## config.mk

```make
export PLATFORM = sky130hd
export DESIGN_NAME = lsu_request_arbiter
export DESIGN_NICKNAME = d
export VERILOG_FILES = /design/src/rtl/lsu_request_arbiter.sv
export SDC_FILE = /design/constraint.sdc
export NUM_CORES = 2
export LEC_CHECK = 0
export ABC_CLOCK_PERIOD_IN_PS = 7700
export CORE_AREA = 2 2 699 701
export CTS_CLUSTER_DIAMETER = 40
export DETAILED_ROUTE_END_ITERATION = 8
export DIE_AREA = 0 0 701 703
export SYNTH_ARGS = -nofsm -noshare
export SYNTH_HDL_FRONTEND = slang
export SYNTH_SLANG_ARGS = --single-unit
```

## constraint.sdc

```tcl
create_clock -name clk -period 7.7 [get_ports clk]
set_input_delay 0.77 -clock clk [delete_from_list [all_inputs] [get_ports clk]]
set_output_delay 0.77 -clock clk [all_outputs]
set_load 0.01 [all_outputs]
```

## src/rtl/lsu_request_arbiter.sv

```systemverilog
// Round-robin arbiter sharing one data-memory channel between NUM_CONSUMERS
// LSU requesters; one read or write is in flight at a time.
module lsu_request_arbiter #(
    parameter int NUM_CONSUMERS = 17,
    parameter int ADDRESS_WIDTH = 16,
    parameter int DATA_WIDTH    = 32
) (
    input  logic                     clk,
    input  logic                     reset,

    input  logic [NUM_CONSUMERS-1:0] consumer_read_valid,
    input  logic [ADDRESS_WIDTH-1:0] consumer_read_address [NUM_CONSUMERS],
    output logic [NUM_CONSUMERS-1:0] consumer_read_ready,
    output logic [DATA_WIDTH-1:0]    consumer_read_data    [NUM_CONSUMERS],

    input  logic [NUM_CONSUMERS-1:0] consumer_write_valid,
    input  logic [ADDRESS_WIDTH-1:0] consumer_write_address [NUM_CONSUMERS],
    input  logic [DATA_WIDTH-1:0]    consumer_write_data    [NUM_CONSUMERS],
    output logic [NUM_CONSUMERS-1:0] consumer_write_ready,

    output logic                     mem_read_valid,
    output logic [ADDRESS_WIDTH-1:0] mem_read_address,
    input  logic                     mem_read_ready,
    input  logic [DATA_WIDTH-1:0]    mem_read_data,

    output logic                     mem_write_valid,
    output logic [ADDRESS_WIDTH-1:0] mem_write_address,
    output logic [DATA_WIDTH-1:0]    mem_write_data,
    input  logic                     mem_write_ready,

    output logic                     busy
);

    localparam int PTR_W = (NUM_CONSUMERS > 1) ? $clog2(NUM_CONSUMERS) : 1;

    typedef enum logic [1:0] {
        IDLE,
        READ_WAIT,
        WRITE_WAIT,
        RELEASE
    } state_t;

    state_t                   state_q, state_d;
    logic [PTR_W-1:0]         rr_ptr_q, rr_ptr_d;
    logic [PTR_W-1:0]         gnt_q, gnt_d;
    logic                     is_write_q, is_write_d;

    logic                     mem_read_valid_q, mem_read_valid_d;
    logic [ADDRESS_WIDTH-1:0] mem_read_address_q, mem_read_address_d;
    logic                     mem_write_valid_q, mem_write_valid_d;
    logic [ADDRESS_WIDTH-1:0] mem_write_address_q, mem_write_address_d;
    logic [DATA_WIDTH-1:0]    mem_write_data_q, mem_write_data_d;
    logic [NUM_CONSUMERS-1:0] consumer_read_ready_q, consumer_read_ready_d;
    logic [NUM_CONSUMERS-1:0] consumer_write_ready_q, consumer_write_ready_d;
    logic [DATA_WIDTH-1:0]    consumer_read_data_q [NUM_CONSUMERS];
    logic [DATA_WIDTH-1:0]    consumer_read_data_d [NUM_CONSUMERS];
    logic                     busy_q, busy_d;

    logic                     win_found;
    logic [PTR_W-1:0]         win_idx;
    logic                     served_valid;

    // First requester at or after rr_ptr, wrapping around, wins the channel.
    always_comb begin : rr_scan
        int idx;
        win_found = 1'b0;
        win_idx   = '0;
        idx       = 0;
        for (int k = 0; k < NUM_CONSUMERS; k++) begin
            idx = int'(rr_ptr_q) + k;
            if (idx >= NUM_CONSUMERS) begin
                idx = idx - NUM_CONSUMERS;
            end
            if (!win_found && (consumer_read_valid[idx] || consumer_write_valid[idx])) begin
                win_found = 1'b1;
                win_idx   = PTR_W'(idx);
            end
        end
    end

    always_comb begin
        state_d                = state_q;
        rr_ptr_d               = rr_ptr_q;
        gnt_d                  = gnt_q;
        is_write_d             = is_write_q;
        mem_read_valid_d       = mem_read_valid_q;
        mem_read_address_d     = mem_read_address_q;
        mem_write_valid_d      = mem_write_valid_q;
        mem_write_address_d    = mem_write_address_q;
        mem_write_data_d       = mem_write_data_q;
        consumer_read_ready_d  = consumer_read_ready_q;
        consumer_write_ready_d = consumer_write_ready_q;
        consumer_read_data_d   = consumer_read_data_q;
        served_valid           = is_write_q ? consumer_write_valid[gnt_q]
                                            : consumer_read_valid[gnt_q];

        case (state_q)
            IDLE: begin
                if (win_found) begin
                    gnt_d = win_idx;
                    // A pending read is always taken before a write from the same consumer.
                    if (consumer_read_valid[win_idx]) begin
                        is_write_d         = 1'b0;
                        mem_read_valid_d   = 1'b1;
                        mem_read_address_d = consumer_read_address[win_idx];
                        state_d            = READ_WAIT;
                    end else begin
                        is_write_d          = 1'b1;
                        mem_write_valid_d   = 1'b1;
                        mem_write_address_d = consumer_write_address[win_idx];
                        mem_write_data_d    = consumer_write_data[win_idx];
                        state_d             = WRITE_WAIT;
                    end
                end
            end
            READ_WAIT: begin
                if (mem_read_ready) begin
                    mem_read_valid_d             = 1'b0;
                    consumer_read_ready_d[gnt_q] = 1'b1;
                    consumer_read_data_d[gnt_q]  = mem_read_data;
                    state_d                      = RELEASE;
                end
            end
            WRITE_WAIT: begin
                if (mem_write_ready) begin
                    mem_write_valid_d             = 1'b0;
                    consumer_write_ready_d[gnt_q] = 1'b1;
                    state_d                       = RELEASE;
                end
            end
            RELEASE: begin
                if (!served_valid) begin
                    if (is_write_q) begin
                        consumer_write_ready_d[gnt_q] = 1'b0;
                    end else begin
                        consumer_read_ready_d[gnt_q] = 1'b0;
                    end
                    rr_ptr_d = (gnt_q == PTR_W'(NUM_CONSUMERS - 1)) ? '0 : gnt_q + PTR_W'(1);
                    state_d  = IDLE;
                end
            end
            default: begin
                state_d = IDLE;
            end
        endcase

        busy_d = (state_d != IDLE);
    end

    always_ff @(posedge clk or negedge reset) begin
        if (!reset) begin
            state_q                <= IDLE;
            rr_ptr_q               <= '0;
            gnt_q                  <= '0;
            is_write_q             <= 1'b0;
            mem_read_valid_q       <= 1'b0;
            mem_read_address_q     <= '0;
            mem_write_valid_q      <= 1'b0;
            mem_write_address_q    <= '0;
            mem_write_data_q       <= '0;
            consumer_read_ready_q  <= '0;
            consumer_write_ready_q <= '0;
            busy_q                 <= 1'b0;
            for (int i = 0; i < NUM_CONSUMERS; i++) begin
                consumer_read_data_q[i] <= '0;
            end
        end else begin
            state_q                <= state_d;
            rr_ptr_q               <= rr_ptr_d;
            gnt_q                  <= gnt_d;
            is_write_q             <= is_write_d;
            mem_read_valid_q       <= mem_read_valid_d;
            mem_read_address_q     <= mem_read_address_d;
            mem_write_valid_q      <= mem_write_valid_d;
            mem_write_address_q    <= mem_write_address_d;
            mem_write_data_q       <= mem_write_data_d;
            consumer_read_ready_q  <= consumer_read_ready_d;
            consumer_write_ready_q <= consumer_write_ready_d;
            busy_q                 <= busy_d;
            consumer_read_data_q   <= consumer_read_data_d;
        end
    end

    assign mem_read_valid       = mem_read_valid_q;
    assign mem_read_address     = mem_read_address_q;
    assign mem_write_valid      = mem_write_valid_q;
    assign mem_write_address    = mem_write_address_q;
    assign mem_write_data       = mem_write_data_q;
    assign consumer_read_ready  = consumer_read_ready_q;
    assign consumer_write_ready = consumer_write_ready_q;
    assign consumer_read_data   = consumer_read_data_q;
    assign busy                 = busy_q;

endmodule

```

==> impl_results.md <==
- Starting Density: 9.18%
- Worst path max stage delay: 550 ps
- Via count: 50000
- Syn Inst Count: 4296
- Layout Nets: 7701
- Data required, critical path: 8390 ps
- Rows: 256
- Die Ht: 703 um
- First DRT Iteration DRCs: 4934
- Post-layout util: 16.7%
- Die ar.: 493000 um^2
- Num CTS Buffers: 138
- YS warnings: 0
- Max-cap violations: 0
- Crit path DAT: 8210 ps
- Clk_lat worst skew: 820 ps
- Clock-pin slew on the worst setup and hold paths: 60 ps
- CTS max path bufs: 4
- Post-synth EDFFs: 0
- Clock root cell: clkbuf_16
- Top FF cell, synth: dfrtp_1
- CTS tree: done
- Placed cells: 12800
- Grt met3 use: 5.30%
- Grt total ovfl: 0
- Synthesized Nets: 5486
- Design Area, Final: 80800 um^2
- Post-route DRC: 0
- Min Tclk post-route: 7520 ps
- Yosys reg bits: 658
- Routed Wire Length: 424 mm
- CP max stage cell: or4_1
- Clock skew: 66.5 ps
- Placer Congestion: 1.01
- RSZ-0062 raised after global routing: yes
- Worst min path class: flip-flop to flip-flop
- Final Slew Violations: 0
- Share of flip-flops with an asynchronous set or reset: 100%
- Cell area after synthesis: 44500 um^2
- Final hold vios: 0
- Crit. End Element: flip-flop
- Slew Limit Headroom: 25.2%
- Syn_area_per_cell: 10.4 um^2
- Largest net degree at the start of global routing: 165
- Fmax: 133 MHz
- Number of distinct library cells after synthesis: 126
- Most Frequent Cell on Critical Path: buf_12
- Die Span X: 701 um
- IO Pins: 1803
- Run status: finished clean
- Sequential area share after synthesis: 37.0%
- # clock sinks: 658
- Filler Cell Count: 54300
- H-tree levels: 4
- First-pass GRT wire length: 525 mm
- Reg area: 16500 um^2
- Layout area overhead: 81.5%
- DRT Pass-1 Iters: 6
- Total GRT Usage: 16.3%
- Antenna violations before repair: 201
- Post-route ant nets: 0
- Worst Tran Pin Value: 1110 ps
- Final setup fails: 0
- Multi-input logic area: 26700 um^2
- Average wire per standard cell: 31.8 um
- Worst setup SP type: flip-flop
- Busiest grt layer: met2
- Area after DPL: 75300 um^2
- Met2 Use GR: 26.6%
- Share of cells above drive strength 1: 26.8%
- Hpwl dp: 359 mm
- Fin crit share: 97.6%
- Core area: 485000 um^2
- CP Max Fanout: 56
- Vias in the first global route: 48400
- PortBufs: 1802
- CP Class: flip-flop to flip-flop
- GRT met1 Usage: 18.3%
- Vias/cell: 3.76
- Non-Filler Instances: 13300
[cell usage after synthesis (19+ instances only)]
| cell type | count | area share [%] |
|---|---|---|
| a21oi_1 | 202 | 2.3 |
| xnor2_1 | 54 | 1.1 |
| nand2_1 | 270 | 2.3 |
| nor2_1 | 178 | 1.5 |
| mux2_1 | 48 | 1.2 |
| nor2b_1 | 38 | 0.53 |
| o211ai_1 | 34 | 0.57 |
| or2_2 | 25 | 0.35 |
| mux4_2 | 26 | 1.3 |
| buf_4 | 35 | 0.59 |
| a22oi_1 | 83 | 1.4 |
| o22ai_1 | 79 | 1.1 |
| nand3_1 | 77 | 0.87 |
| mux2_2 | 651 | 16 |
| a221oi_1 | 35 | 0.69 |
| a31oi_1 | 50 | 0.70 |
| mux2i_1 | 472 | 11 |
| nor3_1 | 73 | 0.82 |
| inv_1 | 28 | 0.24 |
| o221ai_1 | 62 | 1.2 |
| nand4_1 | 21 | 0.30 |
| buf_2 | 86 | 0.97 |
| ha_1 | 32 | 0.90 |
| a211oi_1 | 93 | 1.6 |
| nand2b_1 | 25 | 0.35 |
| o32ai_1 | 19 | 0.37 |
| o21ai_0 | 122 | 1.4 |
| and2_1 | 44 | 0.62 |
| buf_1 | 42 | 0.35 |
| clkbuf_1 | 203 | 1.7 |
| dfrtp_1 | 658 | 37 |
| a311oi_1 | 23 | 0.45 |
[cells by family (layout without fill, tap and decap cells)]
group	count (synthesis)	after routing	synth area share, %
AOI/OAI and AO/OA	1067	1067	17.2
xor gates and xnor gates	63	63	1.30
adders and majority gates	32	32	0.899
buffers and inverters	415	2738	4.31
DFF	658	658	37.0
muxes	1197	1197	29.6
other	0	233	0
and+or+nand+nor	864	864	9.66
[per-stage QoR]
stage,TNS (ps),hold WS (ps),setup WS [ps]
after floorplan,0,470,687
after global placement,-276,460,-276
after detailed placement,-152,461,-152
after CTS,0,395,8.46
after global routing,-37.3,464,-37.3
final,0,473,181
[sequential cells by signal (all words and copies together), names as in the netlist, named ones only]
signal	flops
state_q	2
gnt_q	5
rr_ptr_q	5
mem_read_valid	1
consumer_read_data	544
mem_read_address	16
is_write_q	1
mem_write_data	32
mem_write_valid	1
mem_write_address	16
busy	1
[worst paths after layout]
| path | slack (ps) | cells past startpoint | endpoint | startpoint |
|---|---|---|---|---|
| max in group asynchronous | 5170 | 4 | rr_ptr_q[0] | reset |
| min in group asynchronous | 500 | 2 | mem_write_data[7] | reset |
| hold / removal | 470 | 2 | flip-flop | flip-flop |
| hold reg to reg | 470 | 2 | flip-flop | flip-flop |
| setup reg to reg | 180 | 25 | mem_write_data[11] | rr_ptr_q[2] |
| setup / recovery | 180 | 25 | mem_write_data[11] | rr_ptr_q[2] |
[metal layers]
layer	share of wire, %	vias up
li1	-	21100
met2	46	3003
met3	9.0	773
met5	0.10	-
met1	37	25000
met4	7.4	70
[cell usage in the layout (no fill, tap or decap), types with 34 or more instances in the layout]
master / n
xnor2_1: 53
mux2_2: 651
mux2_1: 48
mux2i_1: 446
diode_2: 233
nor3_1: 73
buf_4: 559
o22ai_1: 78
a31oi_1: 50
o221ai_1: 62
nor2b_1: 38
nand2_1: 256
o21ai_0: 121
a22oi_1: 81
nor2_1: 175
nand3_1: 70
buf_12: 97
clkbuf_16: 139
clkdlybuf4s50_1: 1778
dfrtp_1: 657
a211oi_1: 92
and2_1: 42
a221oi_1: 35
o211ai_1: 34
a21oi_1: 200
[worst max-delay path: cells and delay by family (launching register included)]
kind	cells	cell delay, ps
AND/OR/NAND/NOR	10	2540
buffers and inverters	7	1490
multiplexers	4	1440
AO/OA/AOI/OAI	3	910
flip-flops	1	420
adder cells (fa/ha/maj)	1	380
[cell type report]
class                      count  area share [%]
multi-input combinational   3223            33.1
timing repair buffer        2457            29.8
sequential                   658            20.4
tap                         6450            9.99
clock buffer                 163            4.56
clock inverter                85            1.33
antenna                      233           0.722
inverter                      33           0.158
[what timing repair did]
| item | in CTS | in global routing |
|---|---|---|
| resized for setup | 1 | 15 |
| pin swaps | 0 | 1 |
| hold buffers | 1 | 0 |
| setup buffers | 0 | 2 |
| hold endpoints to repair | 47 | 0 |
| endpoints found under the setup margin | 1 | 22 |
Power is left out: the tool's default activity adds up to more than one toggle a clock period on the data nets, which glitch-free logic cannot reach.
